### src/rtl/hdlverifier_capture_ctrl.sv
// Capture controller for the HDL Verifier data-capture path.
// Combines the comparators' trigger bits under a mask with an AND/OR rule. Runs a
// pre-/post-trigger window FSM that fills a circular capture RAM of 2^ADDR_WIDTH words.
module hdlverifier_capture_ctrl #(
    parameter int unsigned DATA_WIDTH = 32,
    parameter int unsigned ADDR_WIDTH = 10,
    parameter int unsigned NUM_TRIG   = 4
) (
    input  logic                  clk,
    input  logic                  rst_n,
    input  logic                  clk_enable,
    input  logic [DATA_WIDTH-1:0] data_in,
    input  logic [NUM_TRIG-1:0]   trigger_in,
    input  logic [NUM_TRIG-1:0]   trigger_enable_mask,
    input  logic                  trigger_combine,
    input  logic [ADDR_WIDTH-1:0] trigger_position,
    input  logic                  immediate_trigger,
    input  logic                  arm,
    input  logic                  abort,
    output logic                  wr_en,
    output logic [ADDR_WIDTH-1:0] wr_addr,
    output logic [DATA_WIDTH-1:0] wr_data,
    output logic [ADDR_WIDTH-1:0] trigger_addr,
    output logic [ADDR_WIDTH-1:0] start_addr,
    output logic                  busy,
    output logic                  capture_done,
    output logic [2:0]            state
);

    typedef enum logic [2:0] {
        StIdle     = 3'd0,
        StPrefill  = 3'd1,
        StWaitTrig = 3'd2,
        StPost     = 3'd3,
        StDone     = 3'd4
    } state_e;

    localparam logic [ADDR_WIDTH-1:0] AddrOne = ADDR_WIDTH'(1);

    state_e                r_state;
    state_e                w_state_next;
    logic [ADDR_WIDTH-1:0] r_wr_addr;
    logic [ADDR_WIDTH-1:0] r_pre_cnt;
    logic [ADDR_WIDTH-1:0] r_post_cnt;
    logic [ADDR_WIDTH-1:0] r_pos;
    logic [ADDR_WIDTH-1:0] r_trig_addr;
    logic [ADDR_WIDTH-1:0] r_start_addr;
    logic [DATA_WIDTH-1:0] r_data_dly;

    logic                  w_busy;
    logic                  w_write;
    logic                  w_cond;
    logic                  w_arm_go;
    logic [ADDR_WIDTH-1:0] w_pre_inc;
    logic [ADDR_WIDTH-1:0] w_post_init;

    // Trigger condition and shared datapath terms. An all-zero mask never triggers, even in
    // AND mode where the reduction would otherwise be vacuously true.
    always_comb begin
        w_cond = 1'b0;
        if (|trigger_enable_mask) begin
            w_cond = trigger_combine ? |(trigger_in & trigger_enable_mask)
                                     : &(trigger_in | ~trigger_enable_mask);
        end
        w_cond      = w_cond | immediate_trigger;
        w_busy      = (r_state == StPrefill) || (r_state == StWaitTrig) || (r_state == StPost);
        w_write     = clk_enable & w_busy;
        w_arm_go    = arm & ~abort & ((r_state == StIdle) || (r_state == StDone));
        w_pre_inc   = r_pre_cnt + AddrOne;
        // D-1-pos; trigger_position cannot exceed D-1 at this width, so no clamp is needed.
        w_post_init = '1 - r_pos;
    end

    // State register.
    always_ff @(posedge clk or negedge rst_n) begin
        if (!rst_n) begin
            r_state <= StIdle;
        end else begin
            r_state <= w_state_next;
        end
    end

    // Next-state logic; abort overrides everything, including a simultaneous arm.
    always_comb begin
        w_state_next = r_state;
        if (abort) begin
            w_state_next = StIdle;
        end else begin
            unique case (r_state)
                StIdle, StDone: begin
                    if (arm) begin
                        w_state_next = (trigger_position == '0) ? StWaitTrig : StPrefill;
                    end
                end
                StPrefill: begin
                    if (clk_enable && (w_pre_inc == r_pos)) w_state_next = StWaitTrig;
                end
                StWaitTrig: begin
                    if (clk_enable && w_cond) begin
                        w_state_next = (w_post_init == '0) ? StDone : StPost;
                    end
                end
                StPost: begin
                    if (clk_enable && (r_post_cnt == AddrOne)) w_state_next = StDone;
                end
                default: w_state_next = StIdle;
            endcase
        end
    end

    // Sample delay, write address, window counters and trigger/start address capture.
    always_ff @(posedge clk or negedge rst_n) begin
        if (!rst_n) begin
            r_data_dly   <= '0;
            r_wr_addr    <= '0;
            r_pre_cnt    <= '0;
            r_post_cnt   <= '0;
            r_pos        <= '0;
            r_trig_addr  <= '0;
            r_start_addr <= '0;
        end else begin
            // Keeps wr_data aligned with the registered comparator bits.
            if (clk_enable) r_data_dly <= data_in;
            if (w_arm_go) begin
                r_wr_addr <= '0;
                r_pre_cnt <= '0;
                r_pos     <= trigger_position;
            end else if (!abort && w_write) begin
                r_wr_addr <= r_wr_addr + AddrOne;
                if (r_state == StPrefill) r_pre_cnt <= w_pre_inc;
                if (r_state == StPost) r_post_cnt <= r_post_cnt - AddrOne;
                if ((r_state == StWaitTrig) && w_cond) begin
                    r_trig_addr  <= r_wr_addr;
                    r_start_addr <= r_wr_addr - r_pos;
                    r_post_cnt   <= w_post_init;
                end
            end
        end
    end

    // Outputs decoded from registered state, counters and delayed data.
    always_comb begin
        wr_en        = w_write;
        wr_addr      = r_wr_addr;
        wr_data      = r_data_dly;
        trigger_addr = r_trig_addr;
        start_addr   = r_start_addr;
        busy         = w_busy;
        capture_done = (r_state == StDone);
        state        = r_state;
    end

endmodule

### config.mk
export PLATFORM = sky130hd
export DESIGN_NAME = hdlverifier_capture_ctrl
export DESIGN_NICKNAME = d
export VERILOG_FILES = /design/src/rtl/hdlverifier_capture_ctrl.sv
export SDC_FILE = /design/constraint.sdc
export NUM_CORES = 1
export LEC_CHECK = 0
export ABC_AREA = 1
export ABC_CLOCK_PERIOD_IN_PS = 2400
export BUFFER_PORTS_ARGS = -buffer_cell sky130_fd_sc_hd__buf_2
export CORE_AREA = 5 5 135 137
export CTS_BUF_LIST = sky130_fd_sc_hd__clkbuf_4
export CTS_CLUSTER_DIAMETER = 150
export CTS_CLUSTER_SIZE = 12
export DETAILED_ROUTE_END_ITERATION = 10
export DIE_AREA = 0 0 140 142
export GPL_TIMING_DRIVEN = 0
export HOLD_SLACK_MARGIN = 0.12
export PLACE_DENSITY = 0.55
export SKIP_LAST_GASP = 1
export SYNTH_ARGS = -nofsm -noshare
export SYNTH_HDL_FRONTEND = slang
export SYNTH_SLANG_ARGS = --single-unit
### constraint.sdc
create_clock -name clk -period 2.4 [get_ports clk]
set_clock_uncertainty 0.2 [all_clocks]
set_input_delay 0.12 -clock clk [delete_from_list [all_inputs] [get_ports clk]]
set_output_delay 0.12 -clock clk [all_outputs]
set_load 0.05 [all_outputs]
# Word-level counts from Yosys, hierarchy flattened
# Index checks and enable logic that the tools add are counted.
# op_classes
n_addsub	5
mul	0
div	0
n_lt_le_gt_ge	0
n_eq_ne	10
n_shift	0
mux	17
bitwise	9
n_reduce_logical	23
# op_table
operator	count
two-way mux 10 bit	7
adder 10 x 1 -> 10 bit, second input constant	2
zero test 10 bit	2
two-way mux 3 bit	6
case mux 3 bit (4 select lines)	1
== test 10 x 1 -> 1 bit, second input constant	1
== test 10 bit	1
subtractor 10 x 1 -> 10 bit, second input constant	1
subtractor 10 bit	1
subtractor 10 bit, first input constant	1
inequality test 3 x 2 -> 1 bit, second input constant	3
AND reduction 4 bit	2
OR reduction 4 bit	2
== test 3 x 2 -> 1 bit, second input constant	2
AND reduction 3 bit	2
nonzero test 2 bit	3
logical AND 1 bit	5
bitwise AND 4 bit	1
inverter 4 bit	1
bitwise OR 4 bit	1
bitwise AND 1 bit	3
== test 3 x 1 -> 1 bit, second input constant	1
== test 3 bit, second input constant	1
zero test 3 bit	1
other kinds (9)	13
# word_totals
register_bits	95
latch_bits	0
ramBits	0
mem_bits_ro	0
output_inout_bits	68
elab_cells	72
n_memories	0

# Depth between registers and ports, before layout
# Gate-level depths: netlist (run 1).
# logic_depth
depth_word	10
depth_mapped	15

# Worst setup path before layout (run 1)
# No wires, ideal clock.
# synth_path
kind	flip-flop to flip-flop
start	reg r_state[0] (netlist: state[0])
end	reg r_pre_cnt[0]
setup_time_ns	0.131
arrival_time_ns	2.337
path_slack_ns	-0.268
stages_incl_launch_ff	12
synth_period_minus_slack_ns	2.668
cell_sequence	dfrtp_1 inv_2 nand2_2 inv_2 nor2_4 nand2_4 inv_1 nand2_1 nand2_2 inv_1 nand2_1 o21ai_0
# synth_via
elab_chain_cells	7
word_cells_on_any_way	15
# synth_lines
element	line_no	source
start, declared	40	state_e r_state;
start signal, assigned	77	r_state <= StIdle;
start signal, assigned	79	r_state <= w_state_next;
== test 3 x 1 -> 1 bit or == test 3 x 2 -> 1 bit (tied branches)	66	w_busy = (r_state == StPrefill) || (r_state == StWaitTrig) || (r_state == StPost);
logical OR 1 bit	66	
logical OR 1 bit *	66	
named net busy	25	output logic busy,
bitwise AND 1 bit *	67	w_write = clk_enable & w_busy;
named net wr_en	20	output logic wr_en,
logical AND 1 bit *	128	end else if (!abort && w_write) begin
nonzero test 2 bit (no line) *	--	
AND reduction 2 bit (no line) *	--	
end signal, assigned	130	if (r_state == StPrefill) r_pre_cnt <= w_pre_inc;
end, declared	43	logic [ADDR_WIDTH-1:0] r_pre_cnt;
# Mark *: on every way through the listed nets, which the timed path passes. The rest lies on a longest branch.
# A chain may end at the register's enable or synchronous reset.

# Final worst setup path (run 1)
# layout_path
start	reg r_pos[0]
end	reg r_start_addr[8] (netlist: start_addr[8])
# layout_via
elab_chain_cells	1
# layout_lines
element	line_no	source
start, declared	45	logic [ADDR_WIDTH-1:0] r_pos;
start signal, assigned	127	r_pos <= trigger_position;
subtractor 10 bit	134	r_start_addr <= r_wr_addr - r_pos;
end signal, assigned	134	
end, declared	47	logic [ADDR_WIDTH-1:0] r_start_addr;
# Every way passes these cells.

==> run summary, run 1 <==
SYNTHESIS
-----------------------------------------------------------------------------------------------------
Synth cell types                                                                                   39
Count of flip-flops with a built-in enable after synthesis                                          0
Area share of the leading cell type in the synthesized netlist                                 47.82%
Biggest area contributors in the synthesized netlist                                     sky130_fd_sc_hd__dfrtp_1, sky130_fd_sc_hd__nand2_1, sky130_fd_sc_hd__mux2_2, sky130_fd_sc_hd__o21ai_0, sky130_fd_sc_hd__inv_1
Combinational family with the most area after synthesis                                  simple AND/OR/NAND/NOR gates
Synthesis warning total                                                                             0
Post-synthesis net count                                                                          648
Synthesized-area fraction occupied by and/or/nand/nor cells                                    21.72%
Post-synthesis share of cell area spent on full adders, half adders and majority gates         3.675%
Mean post-synth cell area                                                                  8.615 um^2
Synth async-reset ratio                                                                        100.0%
Number of cells produced by synthesis                                                             577
Share of synthesized area occupied by flip-flops and latches                                   47.82%
Most area-hungry cell type in the Yosys netlist                                          sky130_fd_sc_hd__dfrtp_1
Multiplexer share of the synthesized area                                                      7.249%
Synth Area in XOR/XNOR                                                                         3.171%
Post-synthesis compound-gate area fraction                                                     9.816%
Synthesized flop and latch total                                                                   95
Main flop type after synthesis                                                           sky130_fd_sc_hd__dfrtp_1
Synth Cell Area                                                                             4971 um^2

WORST SETUP PATH
-----------------------------------------------------------------------------------------------------
Required time at the endpoint of the critical path                                            2.61 ns
Worst path max stage delay                                                                    0.51 ns
Crit-path leading delay family                                                            adder cells
Worst-path cell with the longest stage delay                                             sky130_fd_sc_hd__dfrtp_1
Critical path, cell by cell                                                              ha_1, fa_1, o21ai_0, nand2_1, o311ai_0, xnor2_1, o21ai_1
Critical Path Source Type                                                                   flip-flop
Worst reg2reg path startpoint                                                                r_pos[0]
Count of cells along the worst register-to-register path                                            7
Terminus of the critical flop-to-flop path                                               start_addr[8]
Critical path class                                                                      flip-flop to flip-flop
Total buffers and inverters traversed by the critical path                                          0
Internal reg-to-reg setup slack                                                               0.15 ns
Critical path endpoint category                                                             flip-flop
Peak fanout along the critical path                                                                 5
Critical path arrival                                                                         2.46 ns

CELLS AND AREA
-----------------------------------------------------------------------------------------------------
Most frequent standard cell in the layout excluding fill and tap cells                   sky130_fd_sc_hd__nand2_1
Area added between synthesis and finish                                                        33.98%
Post-layout nets                                                                                  843
Share of layout cells above drive strength 1                                                   26.25%
Most frequent cells in the layout                                                        sky130_fd_sc_hd__nand2_1, sky130_fd_sc_hd__buf_2, sky130_fd_sc_hd__dfrtp_1, sky130_fd_sc_hd__dlygate4sd3_1, sky130_fd_sc_hd__inv_1
Non-filler instance count after layout                                                           1004
Layout Cell Area excl Fill                                                                  6660 um^2

PLACED DESIGN
-----------------------------------------------------------------------------------------------------
Routability Congestion                                                                         0.8315
Placed cell count                                                                                 925
Post-DP Area                                                                                5901 um^2
Number of port buffers                                                                            122
Estimated wirelength of the detail-placed design                                             10170 um

ROUTE
-----------------------------------------------------------------------------------------------------
Initial detailed-routing violation count                                                          208
Routed Antenna Nets                                                                                 0
Vias per cell                                                                                   4.527
Total iterations of the first detailed-routing run                                                  5
DR WL/cell                                                                                   14.04 um
DRC errors left                                                                                     0
Via count                                                                                        4545
Total Wirelength                                                                             14100 um

POWER
-----------------------------------------------------------------------------------------------------
Sequential fraction of design power                                                             37.7%
Leakage power of the design                                                               0.003264 uW
Gate power share                                                                                48.0%
Sw Ratio                                                                                       48.45%
Worst supply voltage drop on vdd                                                             502.6 uV
Internal power                                                                                3132 uW
Portion of total power attributed to the clock network                                          14.2%
Net switching power of the design                                                             2944 uW
Power density over the cells                                                             912.4 nW/um^2

CLOCKING
-----------------------------------------------------------------------------------------------------
Clock sink total                                                                                   95
Clk root buf                                                                             sky130_fd_sc_hd__clkbuf_4
Number of clock buffers inserted by TritonCTS                                                       9
Clock insertion delay at the later pin of the skew report                                     0.49 ns
H-tree depth                                                                                        3
Clock-pin slew reported for the worst setup and hold paths after clock tree synthesis         0.19 ns
CTS Buffer Depth                                                                                    2
CTS tree                                                                                          yes

TIMING
-----------------------------------------------------------------------------------------------------
Final clock period utilization by the worst path                                               93.80%
Time the worst path needs with I/O delays and setup                                          2.251 ns
Max frequency                                                                              0.4442 GHz
Worst Max-Slew Pin Slew                                                                     0.7082 ns
RSZ-0062 raised after global routing                                                               no
Relative slew slack                                                                            52.78%
Fin. Hold Viols                                                                                     0
Final slew viol count                                                                               0
Setup Viol. Count Final                                                                             0

DIE
-----------------------------------------------------------------------------------------------------
Starting density of the core                                                                   29.35%
Vertical die dimension                                                                         142 um
Die Area                                                                                   19880 um^2
Standard-cell rows                                                                                 48
Area inside the core boundary                                                              16940 um^2
Number of top-level design ports                                                                  125
Die width                                                                                      140 um

GLOBAL ROUTING
-----------------------------------------------------------------------------------------------------
GR Util All Layers                                                                             14.29%
Global route total overflow                                                                         0
Pin count of the biggest net entering global routing                                               53
Antenna violations before repair                                                                    1
Number of global-route vias before repair                                                        4523
Wire length of the first global-routing pass                                                 23010 um

MIN PATH
-----------------------------------------------------------------------------------------------------
End of the worst hold path                                                                   state[1]
Type of the worst min-delay path                                                         input pin to flip-flop
Cells on Worst Hold Path                                                                            8
Startpoint of the worst hold path                                                        trigger_enable_mask[1]

OUTCOME
-----------------------------------------------------------------------------------------------------
Run status                                                                                  completed

FLOW RUN
-----------------------------------------------------------------------------------------------------
Max capacitance violation total                                                                     0

## cell type report
type,instances,area (um^2)
Tap cell,225,281.5
Sequential cell,95,2382
Antenna cell,2,5.005
Multi-Input combinational cell,406,2281
Inverter,63,242.7
Clock inverter,7,65.06
Timing Repair Buffer,184,1246
Buffer,13,88.84
Fill cell,1746,10280
Clock buffer,9,67.56
## worst register-to-register path: cells and delay by family, from the launching register on
kind            cells  cell delay [ns]
fa+ha+maj           2             0.71
flops               1             0.51
compound gates      3             0.50
xor+xnor            1             0.17
simple gates        1             0.09
## worst max path at each step
stage,from,to,cells past startpoint
floorplan,state[0],r_pre_cnt[0],11
global placement,rst_n,state[0],1
detailed placement,wr_addr[0],start_addr[8],8
CTS,state[0],r_pos[7],7
global route,r_pos[2],start_addr[7],9
finish,r_pos[0],start_addr[8],7
## metal layers
layer	share of wire [%]	wire, um	track usage [%]	vias up
li1	-	-	-	2290
met1	46	6460	18.90	2156
met2	49	6973	24.06	87
met3	3.4	481	2.453	12
met4	1.3	179	4.488	0
met5	0	0	0	-
## flip-flops by register name, summed over array words and instances, names as in the netlist
register and flops:
wr_data 32, r_pos 10, r_post_cnt 10, r_pre_cnt 10, start_addr 10, trigger_addr 10
wr_addr 10, state 3
## power groups by stage
stage | Sequential, uW | Combinational (uW) | Clock [uW]
6_report | 2290 | 2920 | 864
5_1_grt | 2360 | 3210 | 969
4_1_cts | 2300 | 2910 | 915
3_5_place_dp | 2330 | 2780 | 0
3_3_place_gp | 2320 | 2750 | 0
2_1_floorplan | 2920 | 1410 | 0
## Yosys cell counts, types with 2 or more instances
master and instances:
sky130_fd_sc_hd__buf_2 2, sky130_fd_sc_hd__inv_1 59, sky130_fd_sc_hd__xor2_1 12, sky130_fd_sc_hd__nand3_1 27, sky130_fd_sc_hd__nand2_1 156, sky130_fd_sc_hd__ha_1 13, sky130_fd_sc_hd__dfrtp_1 95, sky130_fd_sc_hd__nand2_2 2
sky130_fd_sc_hd__nand2_4 2, sky130_fd_sc_hd__buf_6 2, sky130_fd_sc_hd__xnor2_1 6, sky130_fd_sc_hd__o211ai_1 2, sky130_fd_sc_hd__clkbuf_8 2, sky130_fd_sc_hd__nor3_1 10, sky130_fd_sc_hd__inv_2 3, sky130_fd_sc_hd__o21ai_1 11
sky130_fd_sc_hd__o21ai_0 46, sky130_fd_sc_hd__nor2_1 40, sky130_fd_sc_hd__o22ai_1 10, sky130_fd_sc_hd__clkbuf_1 7, sky130_fd_sc_hd__a21oi_1 14, sky130_fd_sc_hd__nand4_1 8, sky130_fd_sc_hd__mux2_2 32
## metrics by stage
| stage | hold WS [ns] | total power, uW | setup slack, ns | util (%) | setup TNS [ns] |
|---|---|---|---|---|---|
| global placement | 0.1514 | 5076 | -0.3258 | 34.66 | -13.02 |
| global route | 0.1345 | 6532 | 0.005296 | 39.31 | 0 |
| finish | 0.08516 | 6077 | 0.1489 | 39.32 | 0 |
| floorplan | -0.3756 | 4330 | 0.09025 | - | 0 |
| CTS | 0.1497 | 6123 | 0.01252 | 39.17 | 0 |
| detailed placement | 0.02971 | 5109 | 0.1368 | 34.84 | 0 |
## cell families (layout without fill, tap and decap cells)
group           Yosys count  after routing
mux                      32             32
simple gates            253            253
xor+xnor                 18             18
fa+ha+maj                14             14
compound gates           89             89
buf+inv                  76            276
flops                    95             95
other cells               0              2
## what timing repair did
action / 4_1_cts / 5_1_grt
hold buffers: 60 / 0
setup buffers: 0 / 2
hold endpoints to repair: 182 / 0
setup endpoints to repair: 0 / 9
resized for setup: 0 / 9
No activity file was read; power rests on OpenSTA's default activity.
==> run 2: changes to the inputs <==
--- a/config.mk
+++ b/config.mk
@@ -8,15 +8,15 @@
 export ABC_AREA = 1
 export ABC_CLOCK_PERIOD_IN_PS = 2400
 export BUFFER_PORTS_ARGS = -buffer_cell sky130_fd_sc_hd__buf_2
-export CORE_AREA = 5 5 135 137
+export CORE_AREA = 5 5 140 142
 export CTS_BUF_LIST = sky130_fd_sc_hd__clkbuf_4
 export CTS_CLUSTER_DIAMETER = 150
 export CTS_CLUSTER_SIZE = 12
 export DETAILED_ROUTE_END_ITERATION = 10
-export DIE_AREA = 0 0 140 142
+export DIE_AREA = 0 0 145 147
 export GPL_TIMING_DRIVEN = 0
 export HOLD_SLACK_MARGIN = 0.12
-export PLACE_DENSITY = 0.55
+export PLACE_DENSITY = 0.52
 export SKIP_LAST_GASP = 1
 export SYNTH_ARGS = -nofsm -noshare
 export SYNTH_HDL_FRONTEND = slang
==> run summary, run 2 (synthesized netlist as in run 1, its figures left out) <==
WORST SETUP PATH
----------------------------------------------------------------------------------------------------
Critical path endpoint category                                                            flip-flop
Peak fanout along the critical path                                                                4   -1
Critical path class                                                                     flip-flop to flip-flop
Critical Path Source Type                                                                  flip-flop
Required time at the endpoint of the critical path                                           2.60 ns   about the same
Internal reg-to-reg setup slack                                                              0.15 ns   about the same
Critical path arrival                                                                        2.45 ns   about the same

DIE
----------------------------------------------------------------------------------------------------
Die width                                                                                     145 um   +3.6%
Area inside the core boundary                                                             18330 um^2   +8.2%
Standard-cell rows                                                                                50   +4.2%
Vertical die dimension                                                                        147 um   +3.5%
Number of top-level design ports                                                                 125   unchanged
Die Area                                                                                  21320 um^2   +7.2%
Starting density of the core                                                                  27.12%   -2.2 points

TIMING
----------------------------------------------------------------------------------------------------
Max frequency                                                                             0.4445 GHz   about the same
Final slew viol count                                                                              0   unchanged
Fin. Hold Viols                                                                                    0   unchanged
Relative slew slack                                                                           51.11%   -1.7 points
Worst hold slack across all endpoints                                                      0.1778 ns   +0.09267 ns
Summed negative setup slack over all endpoints                                                  0 ns   unchanged
Worst Max-Slew Pin Slew                                                                    0.7333 ns   +0.02509 ns
RSZ-0062 raised after global routing                                                             yes
Final clock period utilization by the worst path                                              93.73%   about the same
Setup Viol. Count Final                                                                            0   unchanged
Time the worst path needs with I/O delays and setup                                         2.249 ns   -0.001626 ns

ROUTE
----------------------------------------------------------------------------------------------------
DR WL/cell                                                                                  14.09 um   +0.38%
Total Wirelength                                                                            14290 um   +1.4%
DRC errors left                                                                                    0   unchanged
Via count                                                                                       4472   -1.6%
Routed Antenna Nets                                                                                0   unchanged
Total iterations of the first detailed-routing run                                                 4   -1
Vias per cell                                                                                  4.410   -2.6%
Initial detailed-routing violation count                                                         275   +32%

POWER
----------------------------------------------------------------------------------------------------
Power density over the cells                                                            908.4 nW/um^2   -0.44%
Leakage power of the design                                                              0.003257 uW   -0.20%
Worst supply voltage drop on vdd                                                            444.2 uV   -12%

CLOCKING
----------------------------------------------------------------------------------------------------
Clock insertion delay at the later pin of the skew report                                    0.48 ns   about the same
Clock sink total                                                                                  95   unchanged
CTS Buffer Depth                                                                                   2   unchanged
Number of clock buffers inserted by TritonCTS                                                      9   unchanged
H-tree depth                                                                                       3   unchanged
Clock-pin slew reported for the worst setup and hold paths after clock tree synthesis        0.16 ns   -0.03 ns
Clk root buf                                                                            sky130_fd_sc_hd__clkbuf_4
CTS tree                                                                                         yes

GLOBAL ROUTING
----------------------------------------------------------------------------------------------------
Antenna violations before repair                                                                   1   unchanged
Pin count of the biggest net entering global routing                                              54   +1.9%
GR Util All Layers                                                                            13.70%   -0.59 points
Number of global-route vias before repair                                                       4576   +1.2%
Wire length of the first global-routing pass                                                23710 um   +3.0%
Global route total overflow                                                                        0   unchanged

PLACED DESIGN
----------------------------------------------------------------------------------------------------
Placed cell count                                                                                934   +0.97%
Routability Congestion                                                                        0.8730   +5.0%
Post-DP Area                                                                               5912 um^2   +0.19%
Estimated wirelength of the detail-placed design                                            10460 um   +2.8%
Number of port buffers                                                                           122   unchanged

CELLS AND AREA
----------------------------------------------------------------------------------------------------
Most frequent standard cell in the layout excluding fill and tap cells                  sky130_fd_sc_hd__nand2_1
Share of layout cells above drive strength 1                                                  25.80%   -0.45 points
Max FFs per register                                                                              32   unchanged
Number of filler instances in the final layout                                                  1913   +9.6%
Sequential Area                                                                            2382 um^2   unchanged
Area added between synthesis and finish                                                       34.73%
Post-layout nets                                                                                 845   +0.24%
Final Core Density                                                                            36.54%   -2.8 points
Footprint of the multi-input gates                                                         2277 um^2   -0.16%
Most frequent cells in the layout                                                       sky130_fd_sc_hd__nand2_1, sky130_fd_sc_hd__buf_2, sky130_fd_sc_hd__dfrtp_1, sky130_fd_sc_hd__dlygate4sd3_1, sky130_fd_sc_hd__inv_1
Non-filler instance count after layout                                                          1014   +1.0%
Layout Cell Area excl Fill                                                                 6698 um^2   +0.56%

FLOW RUN
----------------------------------------------------------------------------------------------------
Max capacitance violation total                                                                    0   unchanged

OUTCOME
----------------------------------------------------------------------------------------------------
Run status                                                                                 completed

MIN PATH
----------------------------------------------------------------------------------------------------
Type of the worst min-delay path                                                        input pin to flip-flop

[run 2: area by class of cell]
type / count / area share (%)
Sequential cell: 95 / 35.57
Multi-Input combinational cell: 406 / 34.00
Timing Repair Buffer: 186 / 19.02
Tap cell: 234 / 4.371
Inverter: 63 / 3.624
Buffer: 13 / 1.326
Clock buffer: 10 / 1.121
Clock inverter: 6 / 0.9341
Antenna cell: 1 / 0.03736
[run 2: metrics by stage]
| stage | total power, uW | setup WS [ns] |
|---|---|---|
| after floorplan | 4330 | 0.09025 |
| after global placement | 5081 | -0.3093 |
| after detailed placement | 5097 | 0.1235 |
| after CTS | 6143 | 0.02623 |
| after global routing | 6521 | 0.006645 |
| final | 6084 | 0.1505 |
[run 2: repair_timing]
item,4_1_cts,5_1_grt
endpoints found under the hold margin,172,0
setup buffers,0,0
endpoints found under the setup margin,0,15
hold buffers,63,0
gates resized for setup,0,11
[run 2: power breakdown]
| part | switching, uW | internal, uW | total (uW) | leakage [uW] |
|---|---|---|---|---|
| Combinational | 1960 | 926 | 2890 | 0.00198 |
| Sequential | 346 | 1960 | 2300 | 0.00120 |
| Clock | 569 | 326 | 895 | 0.0000700 |
[run 2: path summary, 6_finish.rpt]
path / from / cells past startpoint / endpoint
setup / recovery: r_post_cnt[1] / 12 / state[2]
hold / removal: trigger_combine / 9 / r_post_cnt[4]
setup reg to reg: r_post_cnt[1] / 12 / state[2]
hold reg to reg: r_post_cnt[7] / 2 / r_post_cnt[7]
max in group asynchronous: rst_n / 4 / state[0]
min in group asynchronous: rst_n / 3 / trigger_addr[0]
[run 2: worst max-delay path, stage by stage (launching register included)]
cell,delay [ns]
sky130_fd_sc_hd__dfrtp_1,0.43
sky130_fd_sc_hd__inv_2,0.08
sky130_fd_sc_hd__ha_2,0.18
sky130_fd_sc_hd__nand4_1,0.09
sky130_fd_sc_hd__nor2_1,0.11
sky130_fd_sc_hd__nor2_1,0.05
sky130_fd_sc_hd__a21oi_1,0.12
sky130_fd_sc_hd__nand2_1,0.06
sky130_fd_sc_hd__dlygate4sd3_1,0.57
sky130_fd_sc_hd__nand2_2,0.09
sky130_fd_sc_hd__nand2_1,0.08
sky130_fd_sc_hd__nand2_1,0.06
sky130_fd_sc_hd__nand2_1,0.05
[run 2: layer usage]
layer	GRT usage, %	vias to the layer above	wire [um]
met3	2.190	16	432
met1	16.61	2098	6220
met2	24.05	65	7297
met4	5.885	0	340
met5	0	-	0
li1	-	2293	-
==> run 3: changes to the inputs <==
--- a/config.mk
+++ b/config.mk
@@ -9,7 +9,6 @@
 export ABC_CLOCK_PERIOD_IN_PS = 2400
 export BUFFER_PORTS_ARGS = -buffer_cell sky130_fd_sc_hd__buf_2
 export CORE_AREA = 5 5 140 142
-export CTS_BUF_LIST = sky130_fd_sc_hd__clkbuf_4
 export CTS_CLUSTER_DIAMETER = 150
 export CTS_CLUSTER_SIZE = 12
 export DETAILED_ROUTE_END_ITERATION = 10
==> run summary, run 3 (synthesized netlist as in run 1, its figures left out) <==
CLOCKING
----------------------------------------------------------------------------------------------------
Number of clock buffers inserted by TritonCTS                                                      9   unchanged
Clock insertion delay at the later pin of the skew report                                    0.35 ns   -0.13 ns
CTS Buffer Depth                                                                                   2   unchanged
CTS tree                                                                                         yes
H-tree depth                                                                                       3   unchanged
Post-CTS repair timing setup buffer count                                                          0   unchanged
Clock-pin slew reported for the worst setup and hold paths after clock tree synthesis        0.07 ns   -0.09 ns
Clk root buf                                                                            sky130_fd_sc_hd__clkbuf_16
Clock sink total                                                                                  95   unchanged

TIMING
----------------------------------------------------------------------------------------------------
Fin. Hold Viols                                                                                    0   unchanged
Setup Viol. Count Final                                                                            0   unchanged
RSZ-0062 raised after global routing                                                              no
Final clock period utilization by the worst path                                              91.73%   -2.0 points
Worst hold slack across all endpoints                                                      0.1390 ns   -0.03879 ns
Fin worst setup slack                                                                      0.1985 ns   +0.04800 ns
Relative slew slack                                                                           50.62%   -0.49 points
Time the worst path needs with I/O delays and setup                                         2.201 ns   -0.04800 ns
Max frequency                                                                             0.4542 GHz   +2.2%
Final slew viol count                                                                              0   unchanged
Worst Max-Slew Pin Slew                                                                    0.7407 ns   +0.007396 ns

ROUTE
----------------------------------------------------------------------------------------------------
Total Wirelength                                                                            14210 um   -0.56%
Routed Antenna Nets                                                                                0   unchanged
Via count                                                                                       4410   -1.4%
Vias per cell                                                                                  4.414   about the same
Total iterations of the first detailed-routing run                                                 4   unchanged
DRC errors left                                                                                    0   unchanged
DR WL/cell                                                                                  14.22 um   +0.93%
Initial detailed-routing violation count                                                         276   +0.36%

WORST SETUP PATH
----------------------------------------------------------------------------------------------------
Critical path arrival                                                                        2.22 ns   -0.23 ns
Peak fanout along the critical path                                                                5   +1
Total buffers and inverters traversed by the critical path                                         0   -2
Worst path most repeated cell                                                           sky130_fd_sc_hd__o21ai_1
Critical path class                                                                     flip-flop to flip-flop
Required time at the endpoint of the critical path                                           2.42 ns   -0.18 ns
Worst-path cell with the longest stage delay                                            sky130_fd_sc_hd__dfrtp_1
Critical Path Source Type                                                                  flip-flop
Critical path, cell by cell                                                             ha_1, fa_1, o21ai_1, nand2_1, o311ai_0, xnor2_1, o21ai_1
Critical path endpoint category                                                            flip-flop
Crit-path leading delay family                                                           adder cells
Worst path max stage delay                                                                   0.50 ns   -0.07 ns

CELLS AND AREA
----------------------------------------------------------------------------------------------------
Most frequent cells in the layout                                                       sky130_fd_sc_hd__nand2_1, sky130_fd_sc_hd__buf_2, sky130_fd_sc_hd__dfrtp_1, sky130_fd_sc_hd__inv_1, sky130_fd_sc_hd__dlygate4sd3_1
Footprint of the multi-input gates                                                         2268 um^2   -0.38%
Most frequent standard cell in the layout excluding fill and tap cells                  sky130_fd_sc_hd__nand2_1
Share of layout cells above drive strength 1                                                  25.36%   -0.44 points
Number of filler instances in the final layout                                                  1898   -0.78%
Max FFs per register                                                                              32   unchanged
Post-layout nets                                                                                 831   -1.7%
Area added between synthesis and finish                                                       34.86%   about the same
Diode insertion count for antenna repair                                                           0   -1
Sequential Area                                                                            2381 um^2   about the same

MIN PATH
----------------------------------------------------------------------------------------------------
Type of the worst min-delay path                                                        input pin to flip-flop

POWER
----------------------------------------------------------------------------------------------------
Leakage power of the design                                                              0.003282 uW   +0.76%
Power density over the cells                                                            981.5 nW/um^2   +8.1%
Worst supply voltage drop on vdd                                                            444.4 uV   about the same

PLACED DESIGN
----------------------------------------------------------------------------------------------------
Routability Congestion                                                                        0.8730   unchanged
DP Worst Slack                                                                             0.1235 ns   unchanged
Estimated wirelength of the detail-placed design                                            10460 um   unchanged
Number of port buffers                                                                           122   unchanged

DIE
----------------------------------------------------------------------------------------------------
Standard-cell rows                                                                                50   unchanged
Die width                                                                                     145 um   unchanged
Vertical die dimension                                                                        147 um   unchanged
Starting density of the core                                                                  27.12%   unchanged
Area inside the core boundary                                                             18330 um^2   unchanged
Die Area                                                                                  21320 um^2   unchanged
Number of top-level design ports                                                                 125   unchanged

GLOBAL ROUTING
----------------------------------------------------------------------------------------------------
Global route total overflow                                                                        0   unchanged
GR Util All Layers                                                                            13.62%   -0.078 points
Pin count of the biggest net entering global routing                                              54   unchanged
Antenna violations before repair                                                                   0   -1
Number of global-route vias before repair                                                       4516   -1.3%
Wire length of the first global-routing pass                                                23640 um   -0.29%

FLOW RUN
----------------------------------------------------------------------------------------------------
Max capacitance violation total                                                                    0   unchanged

OUTCOME
----------------------------------------------------------------------------------------------------
Run status                                                                                 completed

[run 3: cell types whose count changed in the layout (fill, tap and decap cells not counted), sizes merged]
cell          before  now
dlygate4sd3       62   49
clkbuf            19   20
clkinv             3    2
diode              1    0
dlymetal6s4s       1    0
[run 3: layer usage]
layer / GRT usage (%) / share of wire (%) / vias to the layer above
li1: - / - / 2263
met4: 4.096 / 1.4 / 0
met1: 16.50 / 44 / 2081
met5: 0 / 0 / -
met2: 24.45 / 52 / 52
met3: 2.653 / 2.7 / 14
[run 3: worst min-delay path: stages]
cell	delay (ns)
sky130_fd_sc_hd__buf_2	0.09
sky130_fd_sc_hd__inv_1	0.07
sky130_fd_sc_hd__a21oi_1	0.06
sky130_fd_sc_hd__nand2_1	0.07
sky130_fd_sc_hd__nand2_1	0.09
sky130_fd_sc_hd__nand3_1	0.10
sky130_fd_sc_hd__nand2_1	0.05
[run 3: layout make-up]
cell class	instances	area share, %
buffer	13	1.288
clock buffer	11	3.621
clock inverter	5	0.8772
inverter	63	3.621
multi-input combinational	406	33.84
sequential	95	35.52
tap	234	4.367
timing repair buffer	172	16.87
[run 3: power by group]
group	internal, uW	switching, uW
Combinational	871	1940
Sequential	1960	347
Clock	837	621
[run 3: what timing repair did]
action / in CTS / in global routing
endpoints found under the setup margin: 0 / 1
hold buffers: 49 / 0
gates resized for setup: 0 / 1
endpoints found under the hold margin: 105 / 0
[run 3: worst paths after layout]
check / startpoint / to / slack, ns / cells after the start
max in group asynchronous: rst_n / state[0] / 1.14 / 3
min reg2reg: r_post_cnt[7] / r_post_cnt[7] / 0.28 / 2
max: r_pos[0] / start_addr[8] / 0.20 / 7
max reg2reg: r_pos[0] / start_addr[8] / 0.20 / 7
min in group asynchronous: rst_n / trigger_addr[0] / 0.17 / 2
min: arm / state[0] / 0.14 / 7
[run 3: per-stage QoR]
step	instance area (um^2)	cells	TNS [ns]	power (uW)	utilization (%)
2_1_floorplan	4979	577	0	4330	-
3_3_place_gp	5882	933	-10.90	5081	32.09
3_5_place_dp	5912	934	0	5097	32.25
4_1_cts	6704	999	0	6666	36.57
5_1_grt	6704	999	0	7030	36.57
6_report	6704	999	0	6580	36.57
